[src/rtl/mem_access_ctrl.sv]
// Host-to-SRAM access controller: single or burst read/write with one response per read beat.
// Burst length support is compiled in with MEM_ACCESS_CTRL_BURST_EN; without it every request is one beat.
//
// state | meaning
// IDLE  | waiting for a host request, req_ready high
// ISSUE | memory strobe active for the current beat
// WAIT  | read data returning from memory, captured at the end of this cycle
// RESP  | response held for the host until rsp_ready
module mem_access_ctrl #(
    parameter int DATA_WIDTH = 32,
    parameter int ADDR_WIDTH = 8
) (
    input  logic                  clk,
    input  logic                  reset,
    input  logic                  req_valid,
    output logic                  req_ready,
    input  logic                  req_rw,
    input  logic [ADDR_WIDTH-1:0] req_addr,
    input  logic [DATA_WIDTH-1:0] req_wdata,
    input  logic [3:0]            req_len,
    output logic                  rsp_valid,
    input  logic                  rsp_ready,
    output logic [DATA_WIDTH-1:0] rsp_data,
    output logic                  busy,
    output logic [DATA_WIDTH-1:0] mem_din,
    output logic [ADDR_WIDTH-1:0] mem_addr,
    output logic                  mem_rw,
    output logic                  mem_valid,
    input  logic [DATA_WIDTH-1:0] mem_dout
);

    typedef enum logic [1:0] {IDLE, ISSUE, WAIT, RESP} state_t;

    localparam logic [ADDR_WIDTH-1:0] ADDR_ONE = {{(ADDR_WIDTH-1){1'b0}}, 1'b1};

    state_t     state;
    logic [3:0] beats_left;
    logic [3:0] len_eff;

`ifdef MEM_ACCESS_CTRL_BURST_EN
    assign len_eff = req_len;
`else
    logic unused_len;
    assign unused_len = ^req_len;
    assign len_eff    = 4'd0;
`endif

    assign req_ready = (state == IDLE) & ~reset;
    assign busy      = (state != IDLE);

    // mem_rw doubles as the latched transfer direction for the whole burst.
    always_ff @(posedge clk or posedge reset) begin
        if (reset) begin
            state      <= IDLE;
            beats_left <= 4'd0;
            rsp_valid  <= 1'b0;
            rsp_data   <= '0;
            mem_valid  <= 1'b0;
            mem_rw     <= 1'b0;
            mem_addr   <= '0;
            mem_din    <= '0;
        end else begin
            case (state)
                IDLE: begin
                    if (req_valid) begin
                        state      <= ISSUE;
                        mem_valid  <= 1'b1;
                        mem_rw     <= req_rw;
                        mem_addr   <= req_addr;
                        mem_din    <= req_rw ? req_wdata : '0;
                        beats_left <= len_eff;
                    end
                end
                ISSUE: begin
                    if (mem_rw) begin
                        if (beats_left != 4'd0) begin
                            beats_left <= beats_left - 4'd1;
                            mem_addr   <= mem_addr + ADDR_ONE;
                        end else begin
                            mem_valid <= 1'b0;
                            rsp_valid <= 1'b1;
                            rsp_data  <= '0;
                            state     <= RESP;
                        end
                    end else begin
                        mem_valid <= 1'b0;
                        state     <= WAIT;
                    end
                end
                WAIT: begin
                    rsp_data  <= mem_dout;
                    rsp_valid <= 1'b1;
                    state     <= RESP;
                end
                RESP: begin
                    if (rsp_ready) begin
                        rsp_valid <= 1'b0;
                        if (!mem_rw && beats_left != 4'd0) begin
                            beats_left <= beats_left - 4'd1;
                            mem_addr   <= mem_addr + ADDR_ONE;
                            mem_valid  <= 1'b1;
                            state      <= ISSUE;
                        end else begin
                            state <= IDLE;
                        end
                    end
                end
                default: state <= IDLE;
            endcase
        end
    end

endmodule

[config.mk]
export PLATFORM = sky130hd
export DESIGN_NAME = mem_access_ctrl
export DESIGN_NICKNAME = d
export VERILOG_FILES = /design/src/rtl/mem_access_ctrl.sv
export SDC_FILE = /design/constraint.sdc
export NUM_CORES = 1
export LEC_CHECK = 0
export ABC_AREA = 1
export CORE_MARGIN = 4
export CORE_UTILIZATION = 40
export DETAILED_ROUTE_END_ITERATION = 10
export PLACE_DENSITY = 0.78
export RECOVER_POWER = 50
export SLEW_MARGIN = 30
export SYNTH_ARGS = -nofsm -noshare
export SYNTH_HDL_FRONTEND = slang
export SYNTH_SLANG_ARGS = --single-unit
[constraint.sdc]
create_clock -name clk -period 3.42 [get_ports clk]
set_clock_uncertainty 0.1 [all_clocks]
set_input_delay 0.684 -clock clk [delete_from_list [all_inputs] [get_ports clk]]
set_output_delay 0.684 -clock clk [all_outputs]
set_load 0.02 [all_outputs]
==> flow_summary.yaml, run 1 <==
sta:
  slew_headroom_pct: -15.1
  final_max_slew_viol_count: 38
  rsz0062_at_grt: "false"
  hold_viol_final: 0
  fin_crit_ns: 2.75
  finalCritPeriodShare_pct: 80.3
  max_slew.worst_pin.slew_ns: 1.72
  hold-worst-slack_ns: 0.388
  fin_tns_setup_ns: 0
  setup_viol: 0
  max_freq_mhz: 364
power_and_ir_drop:
  comb_power_share_pct: 53.0
  p_leak_uw: 0.00257
  p_seq_share_pct: 30.6
  p_per_area_nw_per_um2: 960
  internal_power_uw: 3180
  design_power_total_uw: 5470
  p_clk_share_pct: 16.4
  power.switching_uw: 2280
  vdd_drop_max_v: 0.000418
  switching_share_pct: 41.8
cts:
  holdBufCountCts: 0
  cts_tree: "done"
  numClockSinks: 81
  cts_setup_buffers: 0
  clock-root-buffer: "clkbuf_8"
  cts_resized: 0
  clk_transition_reported_paths_ns: 0.08
  cts_buffers: 9
  clkLatencyLatePin_ns: 0.34
  clockBufferDepth: 2
  htree_levels: 3
global_route:
  grt_pass1_wl_um: 15500
  grt_pass1_vias: 3331
  grt-ovfl-total: 0
  grt_max_degree: 45
  antenna_found_initial: 0
  grt_usage_pct: 16.8
logic_synthesis:
  synthAdderAreaFrac_pct: 2.61
  syn-instance-count: 448
  synth.area.mux_share_pct: 0.294
  synth-compound-area-share_pct: 11.4
  synth_cell_type_count: 28
  yosys_warnings: 0
  synthXorXnorAreaFrac_pct: 0.228
  syn_nets: 537
  syn_avg_cell_area_um2: 8.56
  synth-simple-area-share_pct: 23.6
  synth_area_um2: 3830
  yosysSeqAreaShare_pct: 52.9
  synth_top_family_by_area: "simple AND/OR/NAND/NOR gates"
  ys_ff_latch: 81
cells_and_area:
  final_area_um2: 5700
  seq_area_um2: 2030
  final_common_cell: "clkdlybuf4s50_1"
  fin_util_pct: 61.4
  nNetsFinal: 681
  drive_gt1_share_pct: 8.04
  mostFrequentLayoutCells: "139 x clkdlybuf4s50_1, 138 x nand2_1, 81 x dfrtp_1"
  diodes: 0
  n_fill_cell: 810
  syn_to_final_growth_pct: 48.6
  multi_input_area_um2: 1460
routing:
  drt-initial-drc-count: 126
  vias_per_cell: 4.67
  drtPass1Iterations: 4
  detail-route-antenna-nets: 0
  routedWlPerCell_um: 12.7
  num_vias: 3389
  totalWireLength_um: 9260
  drc: 0
floorplan:
  dieArea_um2: 11200
  ios: 158
  fp-row-count: 35
  die_h_um: 106
  initial_utilization_pct: 41.3
  coreArea_um2: 9280
  die_x_um: 106
setup_path:
  cp-end-kind: "output pin"
  worstSetupPathType: "input pin to output pin"
  critical-path-max-stage-delay_ns: 0.61
  crit_fanout: 2
  reg2reg_from: "state[1]"
  required_ns: 2.64
  r2r_cells: 6
  r2r_end: "mem_din[6]"
  cp.depth: 3
  cpMaxStageDelayCell: "clkdlybuf4s50_1"
  start_kind: "input pin"
  crit_family: "buffers and inverters"
  crit_chain: "dlygate4sd3_1, nor2_1, clkdlybuf4s50_1"
  endpoint: "req_ready"
  crit_path_start: "reset"
  rrSetupSlack_ns: 1.05
  path_buf_inv: 2
  cp_data_arrival_time_ns: 1.96
hold_path:
  hold_class: "flip-flop to flip-flop"
placement:
  dp_hpwl_um: 6760
  place_area_um2: 5440
  port_buffers: 153
  place_congestion: 0.788
outcome:
  violations: "capacitance limit, slew limit"
  outcome: "complete, but fails checks"
job:
  cap_violations: 1
-- worst min path at each step --
stage	depth (start not counted)	startpoint	endpoint
2_1_floorplan	2	beats_left[1]	beats_left[1]
3_3_place_gp	2	beats_left[1]	beats_left[1]
3_5_place_dp	2	mem_din[16]	mem_din[16]
4_1_cts	2	mem_din[31]	mem_din[31]
5_1_grt	2	mem_din[7]	mem_din[7]
6_report	2	mem_din[31]	mem_din[31]
-- worst register-to-register path, cell delays in order (launching register included) --
cell and delay (ns):
dfrtp_1 0.41, inv_1 0.13, ha_1 0.24, nand2_1 0.70, buf_4 0.50, nand2_1 0.07, o21ai_0 0.07
-- flip-flops by register name (all words and copies together) (netlist names) --
signal,flops
mem_din,32
rsp_data,32
mem_addr,8
beats_left,4
state,2
mem_rw,1
mem_valid,1
rsp_valid,1
-- metrics by stage --
step | std cells | setup slack [ns]
detailed placement | 710 | 0.809
global route | 726 | 0.577
floorplan | 448 | 0.556
CTS | 726 | 0.690
global placement | 710 | 0.783
finish | 726 | 0.674
-- power by group through the flow --
stage | combinational, uW | sequential [uW] | clock (uW)
3_3_place_gp | 2890 | 1670 | 0
2_1_floorplan | 1350 | 2150 | 0
5_1_grt | 3180 | 1740 | 967
6_report | 2900 | 1670 | 899
3_5_place_dp | 2960 | 1690 | 0
4_1_cts | 2960 | 1680 | 923
-- synth_stat cells --
master | n | area [um2]
mux2_2 | 1 | 11.3
nand2_1 | 138 | 518
a21oi_1 | 4 | 20.0
nand4_1 | 3 | 18.8
buf_2 | 6 | 30.0
inv_2 | 3 | 11.3
inv_1 | 48 | 180
nand2_2 | 1 | 6.26
nand3_2 | 10 | 100
o21ai_2 | 8 | 70.1
o21ai_0 | 34 | 170
buf_8 | 1 | 15.0
clkbuf_1 | 9 | 33.8
nor2_2 | 1 | 6.26
buf_1 | 1 | 3.75
nand3_1 | 36 | 180
xnor2_1 | 1 | 8.76
or2_2 | 1 | 6.26
buf_6 | 3 | 33.8
nand3_4 | 1 | 17.5
nor2_1 | 14 | 52.6
o21bai_1 | 3 | 22.5
o22ai_4 | 1 | 20.0
ha_1 | 8 | 100
buf_4 | 5 | 37.5
o31ai_1 | 1 | 7.51
o21ai_1 | 25 | 125
dfrtp_1 | 81 | 2030
-- final cells by class --
class / count / area share, %
Tap cell: 129 / 2.83
Inverter: 51 / 3.38
Multi-Input combinational cell: 291 / 25.7
Clock inverter: 5 / 2.24
Timing Repair Buffer: 158 / 28.0
Clock buffer: 11 / 2.31
Sequential cell: 81 / 35.6
-- logic make-up after synthesis --
group | after synthesis
AND/OR/NAND/NOR | 205
XOR/XNOR | 1
AO/OA/AOI/OAI | 76
adder cells (fa/ha/maj) | 8
buffers and inverters | 76
multiplexers | 1
flip-flops | 81
-- layer usage --
layer  vias to the layer above  track usage (%)  part of all wire, %
met5                         -                0                    0
met4                         0             5.37                  1.1
met3                        10             5.89                  8.7
met2                       113             27.5                   48
met1                      1563             20.8                   43
li1                       1703                -                    -
(Power assumes the default switching activity.)
==> run 2: changes to the inputs <==
- CORE_UTILIZATION: 40 -> 39
- PLACE_DENSITY: 0.78 -> 0.8
- clock period: 3.42 -> 2.5 ns (I/O delays scaled with it)
==> flow_summary.yaml, run 2 (synthesized netlist as in run 1, its figures left out) <==
setup_path:
  worstSetupPathType: "flip-flop to output pin"
  r2r_end: "mem_din[27]"
  path_buf_inv: 3
  cpMaxStageDelayCell: "dfrtp_1"
  r2r_cells: 5
  crit_fanout: 4
  required_ns: 1.90
  start_kind: "flip-flop"
  crit_family: "buffers and inverters"
  rrSetupSlack_ns: 0.33
  reg2reg_from: "state[0]"
  crit_top_cell: "inv_1"
  cp_data_arrival_time_ns: 1.62
  cp-end-kind: "output pin"
  critical-path-max-stage-delay_ns: 0.41
  crit_chain: "inv_1, ha_1, inv_1, nor2_1, dlygate4sd2_1"
hold_path:
  min-delay-start: "beats_left[1]"
  whs_endpoint: "beats_left[1]"
  hold_depth: 2
  hold_class: "flip-flop to flip-flop"
global_route:
  grt_usage_pct: 17.3
  grt_max_degree: 82
  grt-ovfl-total: 0
  antenna_found_initial: 0
  grt_pass1_wl_um: 16200
  grt_pass1_vias: 3493
cts:
  clk_transition_reported_paths_ns: 0.09
  holdBufCountCts: 0
  clkLatencyLatePin_ns: 0.34
  cts_tree: "done"
  clockBufferDepth: 2
  htree_levels: 3
  clock-root-buffer: "clkbuf_8"
  cts_buffers: 9
  cts_setup_buffers: 0
  numClockSinks: 81
sta:
  max_slew.worst_pin.slew_ns: 1.09
  hold_viol_final: 0
  fin_crit_ns: 2.22
  final_max_slew_viol_count: 0
  finalCritPeriodShare_pct: 88.6
  fin_tns_setup_ns: 0
  setup_viol: 0
  max_freq_mhz: 451
  slew_headroom_pct: 27.2
  rsz0062_at_grt: "false"
power_and_ir_drop:
  comb_power_share_pct: 54.5
  vdd_drop_max_v: 0.000559
  switching_share_pct: 43.1
  p_per_area_nw_per_um2: 1300
  power.switching_uw: 3170
  internal_power_uw: 4180
  p_leak_uw: 0.00252
  p_clk_share_pct: 14.2
  p_seq_share_pct: 31.4
floorplan:
  die_h_um: 107
  fp-row-count: 35
  initial_utilization_pct: 40.7
  ios: 158
  coreArea_um2: 9420
  dieArea_um2: 11500
  die_x_um: 107
placement:
  dp_hpwl_um: 7060
  place_area_um2: 5460
  place_congestion: 0.800
  port_buffers: 153
outcome:
  outcome: "finished, final reports clean"
cells_and_area:
  top_regs: "mem_din: 32 flops, rsp_data: 32 flops, mem_addr: 8 flops"
  final_area_um2: 5640
  syn_to_final_growth_pct: 47.2
  drive_gt1_share_pct: 8.01
  diodes: 0
  mostFrequentLayoutCells: "149 x clkdlybuf4s50_1, 138 x nand2_1, 81 x dfrtp_1"
  final_common_cell: "clkdlybuf4s50_1"
  nNetsFinal: 683
routing:
  totalWireLength_um: 9800
  routedWlPerCell_um: 13.5
  detail-route-antenna-nets: 0
  drc: 0
  vias_per_cell: 4.72
  drt-initial-drc-count: 105
  num_vias: 3437
  drtPass1Iterations: 4
job:
  cap_violations: 0
## run 2: changes by cell type in the layout (fill, tap and decap cells not counted), moves of 2 or more
| cell | change |
|---|---|
| dlygate4sd3_1 | -12 |
| clkdlybuf4s50_1 | +10 |
| o21ai_0 | +4 |
| o21ai_1 | -4 |
| bufinv_16 | -2 |
| clkinv_4 | +2 |
| clkinvlp_4 | +2 |
## run 2: timing repair
| action | CTS | global route |
|---|---|---|
| endpoints found under the setup margin | 1 | 1 |
| gates resized for setup | 1 | 1 |
| pin swaps | 0 | 0 |
## run 2: metal layers
metal,track usage (%),part of all wire [%],vias to the layer above,routed length [um]
met1,20.8,41,1578,4070
li1,-,-,1711,-
met3,6.20,9.3,17,910
met4,5.57,1.7,0,171
met2,28.9,47,131,4650
met5,0,0,-,0
## run 2: power by group through the flow
| stage | Clock, uW | Combinational [uW] | Sequential [uW] |
|---|---|---|---|
| after floorplan | 0 | 1850 | 2950 |
| after global placement | 0 | 3990 | 2280 |
| after detailed placement | 0 | 4070 | 2320 |
| after CTS | 1080 | 4080 | 2310 |
| after global routing | 1130 | 4410 | 2400 |
| final | 1040 | 4000 | 2310 |
## run 2: final cells by class
type | instances | area, um2
flip-flops and latches | 81 | 2030
clock buffers | 10 | 128
clock inverters | 6 | 92.6
well taps | 129 | 161
repair buffers | 160 | 1590
fillers | 819 | 3770
inverters | 51 | 195
multi-input cells | 291 | 1450
## run 2: how the worst max path moves through the flow
stage / slack, ns / to / cells past startpoint / from
2_1_floorplan: 0.78 / req_ready / 4 / state[0]
3_3_place_gp: 0.22 / req_ready / 3 / reset
3_5_place_dp: 0.20 / req_ready / 3 / reset
4_1_cts: 0.06 / busy / 4 / state[0]
5_1_grt: 0.11 / mem_addr[3] / 8 / state[1]
6_report: 0.28 / req_ready / 5 / state[0]
## run 2: metrics by stage
stage	total power [uW]	worst slack, ns	hold slack [ns]	util (%)	std cells
6_report	7350	0.285	0.384	59.9	728
5_1_grt	7940	0.107	0.409	59.9	728
4_1_cts	7480	0.0557	0.388	60.3	728
3_5_place_dp	6390	0.199	0.367	58.0	712
3_3_place_gp	6270	0.217	0.358	58.0	712
2_1_floorplan	4790	0.781	0.342	-	448
## run 2: worst register-to-register path: cells and delay by family (launching register included)
kind            cells  cell delay, ns
buf+inv             2            0.89
fa+ha+maj           1            0.25
simple gates        1            0.14
flops               1            0.38
compound gates      1            0.25
==> run 3: changes to the inputs <==
- CORE_UTILIZATION: 39 -> 40
- CTS_BUF_LIST: unset -> sky130_fd_sc_hd__clkbuf_8
- PLACE_DENSITY: 0.8 -> 0.81
- clock period: 2.5 -> 1.92 ns (I/O delays scaled with it)
==> flow_summary.yaml, run 3 (synthesized netlist as in run 1, its figures left out) <==
outcome:
  outcome: "finished, final reports clean"
sta:
  max_freq_mhz: 542
  finalCritPeriodShare_pct: 96.2
  fin_crit_ns: 1.85
  max_slew.worst_pin.slew_ns: 0.591
  hold_viol_final: 0
  slew_headroom_pct: 60.4
  final_max_slew_viol_count: 0
  setup_viol: 0
  rsz0062_at_grt: "false"
setup_path:
  cpMaxStageDelayCell: "clkdlybuf4s50_1"
  rrSetupSlack_ns: 0.20
  cp-end-kind: "output pin"
  required_ns: 1.44
  cp_data_arrival_time_ns: 1.36
  worstSetupPathType: "flip-flop to output pin"
  crit_family: "buffers and inverters"
  path_buf_inv: 1
  crit_chain: "clkdlybuf4s50_1"
  start_kind: "flip-flop"
  critical-path-max-stage-delay_ns: 0.63
  crit_fanout: 4
cts:
  numClockSinks: 81
  holdBufCountCts: 0
  clkLatencyLatePin_ns: 0.34
  cts_setup_buffers: 0
  clockBufferDepth: 2
  clk_transition_reported_paths_ns: 0.08
  clock-root-buffer: "clkbuf_8"
  cts_buffers: 9
  cts_tree: "done"
  cts_resized: 7
  htree_levels: 3
placement:
  place_area_um2: 5600
  placedCellCount: 723
  place_congestion: 0.790
  port_buffers: 153
  dp_hpwl_um: 7270
routing:
  vias_per_cell: 4.67
  drt-initial-drc-count: 82
  totalWireLength_um: 9610
  drc: 0
  num_vias: 3450
  drtPass1Iterations: 4
  routedWlPerCell_um: 13.0
  detail-route-antenna-nets: 0
job:
  cap_violations: 0
floorplan:
  coreArea_um2: 9280
  die_x_um: 106
  ios: 158
  dieArea_um2: 11200
  initial_utilization_pct: 41.3
  die_h_um: 106
  fp-row-count: 35
power_and_ir_drop:
  internal_power_uw: 5550
  p_per_area_nw_per_um2: 1700
  p_leak_uw: 0.00259
  design_power_total_uw: 9740
  comb_power_share_pct: 56.4
  switching_share_pct: 43.0
  p_seq_share_pct: 30.7
  p_clk_share_pct: 12.9
  power.switching_uw: 4190
  vdd_drop_max_v: 0.000792
cells_and_area:
  top_regs: "mem_din: 32 flops, rsp_data: 32 flops, mem_addr: 8 flops"
  seq_area_um2: 2030
  nNetsFinal: 694
  fin_util_pct: 61.8
  final_common_cell: "clkdlybuf4s50_1"
  diodes: 0
  multi_input_area_um2: 1470
  final_area_um2: 5740
  drive_gt1_share_pct: 10.3
  syn_to_final_growth_pct: 49.7
  stdcell_count: 739
  mostFrequentLayoutCells: "142 x clkdlybuf4s50_1, 138 x nand2_1, 81 x dfrtp_1"
  n_fill_cell: 802
global_route:
  grt-ovfl-total: 0
  grt_max_degree: 65
  grt_pass1_vias: 3429
  antenna_found_initial: 0
  grt_usage_pct: 17.7
  grt_pass1_wl_um: 16200
hold_path:
  hold_class: "flip-flop to flip-flop"
-- run 3: changes by cell type in the layout (fill, tap and decap cells not counted), sizes merged --
cell / delta
buf: +11
clkinvlp: -1
clkdlybuf4s50: -7
inv: +2
dlymetal6s2s: -1
dlygate4sd2: +2
dlygate4sd3: -1
bufinv: -1
clkbuf: +7
-- run 3: per-layer routing --
metal  wire length (um)  vias to the layer above  global-route usage, %  share of wire (%)
met5                  0                        -                      0                  0
met4                 57                        0                   3.89               0.59
met3                801                        6                   6.68                8.3
met2               4660                      117                   29.6                 48
met1               4090                     1591                   21.7                 43
li1                   -                     1736                      -                  -
-- run 3: area by class of cell --
class / count / area share, %
tap: 129 / 2.81
multi-input combinational: 291 / 25.7
clock inverter: 6 / 1.18
sequential: 81 / 35.3
inverter: 51 / 3.36
timing repair buffer: 171 / 29.3
clock buffer: 10 / 2.40
-- run 3: stage by stage --
step                      TNS (ns)  hold WS, ns  worst slack (ns)
final                            0        0.387            0.0735
after global routing             0        0.423           0.00837
after CTS                        0        0.365           0.00537
after detailed placement    -0.103        0.364            -0.103
after global placement     -0.0937        0.356           -0.0937
after floorplan                  0        0.342             0.288
-- run 3: power groups by stage --
stage,clock network [uW],logic (uW),registers [uW]
floorplan,0,2400,3840
global placement,0,5510,2960
detailed placement,0,5640,3020
CTS,1300,5640,2990
global route,1370,6060,3100
finish,1260,5490,2990
-- run 3: worst paths after layout --
| check | from | to | cells past startpoint |
|---|---|---|---|
| max reg2reg | state[0] | mem_addr[2] | 10 |
| min reg2reg | mem_din[27] | mem_din[27] | 2 |
| min in group asynchronous | reset | mem_din[11] | 3 |
| max | mem_addr[7] | mem_addr[7] | 1 |
| max in group asynchronous | reset | rsp_data[9] | 4 |
| min | mem_din[27] | mem_din[27] | 2 |
